## config.mk

```make
export PLATFORM = sky130hd
export DESIGN_NAME = syn_update_seq
export DESIGN_NICKNAME = d
export VERILOG_FILES = /design/src/rtl/syn_update_seq.sv
export SDC_FILE = /design/constraint.sdc
export NUM_CORES = 1
export LEC_CHECK = 0
export ABC_AREA = 0
export BUFFER_PORTS_ARGS = -buffer_cell sky130_fd_sc_hd__buf_2
export CELL_PAD_IN_SITES_DETAIL_PLACEMENT = 0
export CELL_PAD_IN_SITES_GLOBAL_PLACEMENT = 1
export CORE_ASPECT_RATIO = 1.1
export CORE_MARGIN = 4
export CORE_UTILIZATION = 33
export CTS_CLUSTER_SIZE = 28
export DETAILED_ROUTE_END_ITERATION = 10
export GPL_ROUTABILITY_DRIVEN = 0
export MAX_ROUTING_LAYER = met4
export PLACE_DENSITY = 0.74
export SLEW_MARGIN = 20
export SYNTH_ARGS = -nofsm -noshare
export SYNTH_HDL_FRONTEND = slang
export SYNTH_SLANG_ARGS = --single-unit
```

## constraint.sdc

```tcl
create_clock -name CLK -period 1.87 [get_ports CLK]
set_input_delay 0.374 -clock CLK [delete_from_list [all_inputs] [get_ports CLK]]
set_output_delay 0.374 -clock CLK [all_outputs]
set_load 0.01 [all_outputs]
```

## src/rtl/syn_update_seq.sv

```systemverilog
`default_nettype none
// +----------------------------------------------------------------------------+
// | Module   : syn_update_seq                                                  |
// | Purpose  : Training-phase sequencer placed in front of synaptic_core.      |
// |            After each sample it sweeps the synaptic array row by row.      |
// |            For every row it fetches the pre-neuron spike count, then does  |
// |            a read / write-back pair for every packed weight word in the    |
// |            row. The write cycle carries the FFSTDP update enable.          |
// | Ports    : CLK, RST_N (async, active low)                                  |
// |            START / IS_TRAIN            - sweep request (IS_TRAIN sampled    |
// |                                          together with START)              |
// |            PRE_NEUR_S_CNT_RD           - pre-neuron memory read data        |
// |            CTRL_PRE_NEUR_CS/_ADDR      - pre-neuron memory read port        |
// |            PRE_NEUR_S_CNT              - registered count of current row    |
// |            CTRL_SYNARRAY_CS/_WE/_ADDR  - synaptic SRAM port                 |
// |            CTRL_POST_NEURON_ADDRESS    - first post-neuron of current word  |
// |            CTRL_TREF_EVENT             - update enable (write cycles only)  |
// |            BUSY, DONE                  - status                             |
// | Options  : SKIP_ZERO_PRE_EN - when defined, a row whose pre-neuron count   |
// |            is zero is skipped without any synaptic access.                 |
// | Revision : 1.0 - initial release                                           |
// +----------------------------------------------------------------------------+
module syn_update_seq #(
   parameter int INPUT_NEURON         = 784,
   parameter int OUTPUT_NEURON        = 256,
   parameter int POST_NEUR_PARALLEL   = 4,
   parameter int PRE_NEUR_ADDR_WIDTH  = 10,
   parameter int POST_NEUR_ADDR_WIDTH = 10,
   parameter int PRE_NEUR_DATA_WIDTH  = 8,
   parameter int SYN_ARRAY_ADDR_WIDTH = 16
) (
   input  logic                            CLK,
   input  logic                            RST_N,
   input  logic                            START,
   input  logic                            IS_TRAIN,
   input  logic [PRE_NEUR_DATA_WIDTH-1:0]  PRE_NEUR_S_CNT_RD,
   output logic                            CTRL_PRE_NEUR_CS,
   output logic [PRE_NEUR_ADDR_WIDTH-1:0]  CTRL_PRE_NEUR_ADDR,
   output logic [PRE_NEUR_DATA_WIDTH-1:0]  PRE_NEUR_S_CNT,
   output logic                            CTRL_SYNARRAY_CS,
   output logic                            CTRL_SYNARRAY_WE,
   output logic [SYN_ARRAY_ADDR_WIDTH-1:0] CTRL_SYNARRAY_ADDR,
   output logic [POST_NEUR_ADDR_WIDTH-1:0] CTRL_POST_NEURON_ADDRESS,
   output logic                            CTRL_TREF_EVENT,
   output logic                            BUSY,
   output logic                            DONE
);

   localparam int WORDS_PER_ROW = OUTPUT_NEURON / POST_NEUR_PARALLEL;
   localparam int WORD_W        = (WORDS_PER_ROW > 1) ? $clog2(WORDS_PER_ROW) : 1;

   localparam logic [PRE_NEUR_ADDR_WIDTH-1:0] LAST_ROW  = PRE_NEUR_ADDR_WIDTH'(INPUT_NEURON - 1);
   localparam logic [WORD_W-1:0]              LAST_WORD = WORD_W'(WORDS_PER_ROW - 1);
   localparam logic [PRE_NEUR_ADDR_WIDTH-1:0] ROW_ONE   = PRE_NEUR_ADDR_WIDTH'(1);
   localparam logic [WORD_W-1:0]              WORD_ONE  = WORD_W'(1);

   localparam logic [63:0] SYN_WORDS = 64'(INPUT_NEURON) * 64'(WORDS_PER_ROW);
   localparam logic [63:0] SYN_SPACE = 64'd1 << SYN_ARRAY_ADDR_WIDTH;

   // The whole array must be addressable without wrap-around.
   if (SYN_WORDS > SYN_SPACE) begin : g_syn_addr_space_check
      $error("syn_update_seq: INPUT_NEURON*WORDS_PER_ROW exceeds synaptic address space");
   end

   typedef enum logic [2:0] {
      ST_IDLE    = 3'd0,
      ST_PRE_RD  = 3'd1,
      ST_PRE_CHK = 3'd2,
      ST_SYN_RD  = 3'd3,
      ST_SYN_WR  = 3'd4,
      ST_FIN     = 3'd5
   } state_t;

   state_t                           state_q, state_d;
   logic [PRE_NEUR_ADDR_WIDTH-1:0]   row_q,   row_d;
   logic [WORD_W-1:0]                word_q,  word_d;
   logic [PRE_NEUR_DATA_WIDTH-1:0]   cnt_q,   cnt_d;

   logic [SYN_ARRAY_ADDR_WIDTH-1:0]  syn_addr;
   logic [POST_NEUR_ADDR_WIDTH-1:0]  post_addr;

   // Full-width address arithmetic: operands are widened before the multiply.
   assign syn_addr  = SYN_ARRAY_ADDR_WIDTH'(row_q) * SYN_ARRAY_ADDR_WIDTH'(WORDS_PER_ROW)
                    + SYN_ARRAY_ADDR_WIDTH'(word_q);
   assign post_addr = POST_NEUR_ADDR_WIDTH'(word_q) * POST_NEUR_ADDR_WIDTH'(POST_NEUR_PARALLEL);

   always_ff @(posedge CLK or negedge RST_N) begin
      if (!RST_N) begin
         state_q <= ST_IDLE;
         row_q   <= '0;
         word_q  <= '0;
         cnt_q   <= '0;
      end else begin
         state_q <= state_d;
         row_q   <= row_d;
         word_q  <= word_d;
         cnt_q   <= cnt_d;
      end
   end

   always_comb begin
      state_d = state_q;
      row_d   = row_q;
      word_d  = word_q;
      cnt_d   = cnt_q;
      case (state_q)
         ST_IDLE: begin
            if (START) begin
               if (IS_TRAIN) begin
                  row_d   = '0;
                  word_d  = '0;
                  state_d = ST_PRE_RD;
               end else begin
                  state_d = ST_FIN;
               end
            end
         end
         ST_PRE_RD: begin
            state_d = ST_PRE_CHK;
         end
         ST_PRE_CHK: begin
            // Read data from the PRE_RD request is valid in this cycle.
            cnt_d   = PRE_NEUR_S_CNT_RD;
            state_d = ST_SYN_RD;
`ifdef SKIP_ZERO_PRE_EN
            if (PRE_NEUR_S_CNT_RD == '0) begin
               if (row_q == LAST_ROW) begin
                  state_d = ST_FIN;
               end else begin
                  row_d   = row_q + ROW_ONE;
                  state_d = ST_PRE_RD;
               end
            end
`endif
         end
         ST_SYN_RD: begin
            state_d = ST_SYN_WR;
         end
         ST_SYN_WR: begin
            if (word_q != LAST_WORD) begin
               word_d  = word_q + WORD_ONE;
               state_d = ST_SYN_RD;
            end else if (row_q != LAST_ROW) begin
               word_d  = '0;
               row_d   = row_q + ROW_ONE;
               state_d = ST_PRE_RD;
            end else begin
               state_d = ST_FIN;
            end
         end
         ST_FIN: begin
            state_d = ST_IDLE;
         end
         default: begin
            state_d = ST_IDLE;
         end
      endcase
   end

   // Outputs decode only registered state, so START never reaches an output
   // combinationally; addresses are forced to zero outside their states.
   always_comb begin
      CTRL_PRE_NEUR_CS         = 1'b0;
      CTRL_PRE_NEUR_ADDR       = '0;
      CTRL_SYNARRAY_CS         = 1'b0;
      CTRL_SYNARRAY_WE         = 1'b0;
      CTRL_SYNARRAY_ADDR       = '0;
      CTRL_POST_NEURON_ADDRESS = '0;
      CTRL_TREF_EVENT          = 1'b0;
      BUSY                     = 1'b0;
      DONE                     = 1'b0;
      case (state_q)
         ST_PRE_RD: begin
            CTRL_PRE_NEUR_CS   = 1'b1;
            CTRL_PRE_NEUR_ADDR = row_q;
            BUSY               = 1'b1;
         end
         ST_PRE_CHK: begin
            BUSY = 1'b1;
         end
         ST_SYN_RD: begin
            CTRL_SYNARRAY_CS         = 1'b1;
            CTRL_SYNARRAY_ADDR       = syn_addr;
            CTRL_POST_NEURON_ADDRESS = post_addr;
            BUSY                     = 1'b1;
         end
         ST_SYN_WR: begin
            // SRAM output still holds the SYN_RD word; the updated value of
            // that word is written back to the same address.
            CTRL_SYNARRAY_CS   = 1'b1;
            CTRL_SYNARRAY_WE   = 1'b1;
            CTRL_SYNARRAY_ADDR = syn_addr;
            CTRL_TREF_EVENT    = 1'b1;
            BUSY               = 1'b1;
         end
         ST_FIN: begin
            DONE = 1'b1;
         end
         default: begin
            BUSY = 1'b0;
         end
      endcase
   end

   assign PRE_NEUR_S_CNT = cnt_q;

endmodule
`default_nettype wire

```

==> flow_summary_export.csv <==
group,metric,value,unit
run_status,status,"finished with violations",
run_status,violations,"negative setup slack",
final_layout,fill_cells,479,
global_route,grtUsageTotal,14.46,%
worst_hold_path,hold_class,"in -> async",
clock_tree,cts_sinks,27,
detailed_routing,postRouteAntennaNets,0,
clock_tree,cts_hold_buffers,0,
final_layout,layout-drive-gt1-share,54.02,%
global_route,grt_pass1_wl,7521,µm
global_route,grt.overflow.total,0,
detailed_routing,vias,1666,
placed_design,place_area,0.002198,mm²
critical_path,crit_end,"CTRL_SYNARRAY_ADDR[5]",
final_layout,fin_nets,276,
placed_design,io_buffers,57,
logic_synthesis,synth_cell_types,49,
critical_path,arrival,1690,ps
clock_tree,clock_latency,290,ps
critical_path,cp_top_family,"simple AND/OR/NAND/NOR gates",
floorplan,dieArea,0.006472,mm²
critical_path,cp_max_fo,6,
critical_path,regToRegSetupSlack,60,ps
global_route,grt_max_degree,28,
floorplan,initial_core_util,34.40,%
critical_path,crit_top_cell,"buf_6",
critical_path,worstSetupEndpointType,"output pin",
logic_synthesis,synthTopCellsByArea,"dfrtp_1 39%, and2_1 12%, mux2_2 5.2%",
placed_design,hpwlAfterDp,3309,µm
clock_tree,cts_buffers,3,
detailed_routing,dr.pass1.iters,4,
detailed_routing,via_per_inst,5.223,
clock_tree,cts_tree,"done",
logic_synthesis,yosysTopAreaCellShare,39.02,%
critical_path,reg2reg_from,"state_q[0]",
final_layout,utilization,51.08,%
critical_path,crit_start,"state_q[0]",
power_and_ir_drop,leakagePower,1.253,nW
detailed_routing,routed_wl,4784,µm
critical_path,required,1500,ps
sta,finalSetupViolations,28,
power_and_ir_drop,vdd_ir_drop_max,0.0007606,V
clock_tree,clkSlewWorstSetupHoldPaths,110,ps
sta,max_slew_margin,59.39,%
global_route,grt_pass1_vias,1577,
clock_tree,htree_levels,1,
logic_synthesis,synth_ff_type,"dfrtp_1",
sta,max_freq,484.0,MHz
floorplan,die_w,77.07,µm
global_route,gr-usage-met1,17.92,%
critical_path,path_depth,5,
detailed_routing,dr.first_iter.drc_count,86,
critical_path,crit_slowest_cell,"dfrtp_1",
logic_synthesis,syn_area,0.001732,mm²
floorplan,rows,27,
logic_synthesis,synth_commonest_cells,"34 x and2_1, 27 x dfrtp_1, 10 x nand2_1",
critical_path,worstSetupStartpointType,"flop",
global_route,antenna_found_initial,0,
floorplan,ioPinCount,62,
critical_path,reg2reg_depth,8,
sta,hold_viol,0,
sta,slew_violations,0,
sta,finalSetupTns,-4160,ps
detailed_routing,drc,0,
critical_path,path_class,"reg -> out",
sta,fin_skew,13.23,ps
logic_synthesis,ys_ff_latch,27,
sta,fin_crit,2066,ps
clock_tree,clk_path_buf_depth,2,
critical_path,worst-path-buf-inv,2,
critical_path,r2r_end,"row_q[2]",
global_route,grt_use_met2,24.33,%
critical_path,max_stage_delay,400,ps
critical_path,path_cells,"or3b_4, or2b_4, buf_6, and2_4, buf_6",
sta,rsz0062_at_grt,"true",
logic_synthesis,ys_seq_area_share,39.02,%
final_layout,area_growth,48.48,%
clock_tree,clockRootBuffer,"clkbuf_8",
global_route,grt_util_met3,2.160,%
floorplan,coreArea,0.005034,mm²
sta,tightest_slew,609.2,ps
logic_synthesis,async_reset_ff_share,100.0,%
logic_synthesis,synthCells,177,
logic_synthesis,synthMostInstantiatedCell,"and2_1",
global_route,grt_busiest_layer,"met2",
logic_synthesis,synth_edf_count,0,
job,maxCapViolCount,0,
final_layout,postLayoutCellArea,0.002571,mm²
final_layout,antenna_cells,0,
logic_synthesis,avgSynthCellArea,9.783,µm²
sta,fin_crit_sh,110.5,%
logic_synthesis,yosys_warnings,0,
sta,setup_ws,-196.2,ps
floorplan,fp.dieH,83.98,µm
detailed_routing,wire_per_inst,15.00,µm
power_and_ir_drop,power.density,1223,mW/mm²
placed_design,post-place-ws,49.56,ps
logic_synthesis,yosysTopAreaCell,"dfrtp_1",
-- state kept, by name, summed over array words and instances, names as in the netlist --
name            cells
PRE_NEUR_S_CNT      8
row_q              10
state_q             3
word_q              6
-- how the worst min path moves through the flow --
| stage | depth (start not counted) | startpoint | end | slack, ps |
|---|---|---|---|---|
| 2_1_floorplan | 0 | RST_N | PRE_NEUR_S_CNT[0] | 80 |
| 3_5_place_dp | 1 | RST_N | row_q[7] | 430 |
| 6_report | 1 | RST_N | row_q[7] | 80 |
| 3_3_place_gp | 1 | RST_N | row_q[7] | 430 |
| 4_1_cts | 1 | RST_N | row_q[7] | 110 |
| 5_1_grt | 1 | RST_N | row_q[7] | 130 |
-- per-stage QoR --
step,cells,hold slack (ps),power [mW]
after floorplan,180,78.41,1.769
after global placement,307,429.6,2.337
after detailed placement,307,429.7,2.344
after CTS,314,107.4,2.776
after global routing,319,125.5,3.384
final,319,78.95,3.143
-- worst reg2reg max path, delay by kind of cell, from the launching register on --
| kind | cells | cell delay (ps) |
|---|---|---|
| buffers and inverters | 4 | 490 |
| and+or+nand+nor | 3 | 540 |
| AOI/OAI and AO/OA | 1 | 270 |
| DFF | 1 | 400 |
-- cell families after synthesis --
kind of cell | synth area share, %
XOR/XNOR | 1.012
buffers and inverters | 6.791
multiplexers | 5.781
adder cells (fa/ha/maj) | 1.445
flip-flops | 39.02
other | 0.2166
AND/OR/NAND/NOR | 30.35
AO/OA/AOI/OAI | 15.39
-- routing by layer --
metal	vias up	share of wire, %
met5	-	0
li1	796	-
met2	65	51
met3	9	6.1
met1	796	41
met4	0	1.7
-- cell type report --
class                   instances  area [µm²]  area share, %
clock buffers                   3       41.29          1.606
clock inverters                 1       8.758         0.3406
inverters                       2       20.02         0.7786
multi-input cells             136        1039          40.39
flip-flops and latches         27       675.6          26.28
well taps                      58       72.57          2.822
repair buffers                 92       714.4          27.79
-- power breakdown --
group / total, mW / leakage [nW] / internal, mW / switching [mW]
clock: 0.360 / 0.0261 / 0.157 / 0.203
sequential: 0.864 / 0.350 / 0.766 / 0.0973
combinational: 1.92 / 0.877 / 1.01 / 0.905
-- cell usage in the layout (no fill, tap or decap), drive strengths merged, types with 2 or more instances in the layout --
master / count
nor2: 3
a21o: 2
o21ai: 6
and3b: 2
nor3: 5
conb: 4
inv: 2
a21oi: 8
mux2: 8
buf: 92
o22a: 3
nand2b: 2
and2: 34
nor4: 3
xnor2: 2
and3: 4
o31ai: 7
ha: 2
nor3b: 4
dfrtp: 27
clkbuf: 3
nand2: 10
a31oi: 5
nand3: 6
-- timing repair --
item | CTS | global route
gates cloned | 0 | 2
pin swaps | 1 | 17
setup buffers | 4 | 5
endpoints found under the setup margin | 19 | 34
resized for setup | 2 | 62
Power figures use the tool's default switching activity.
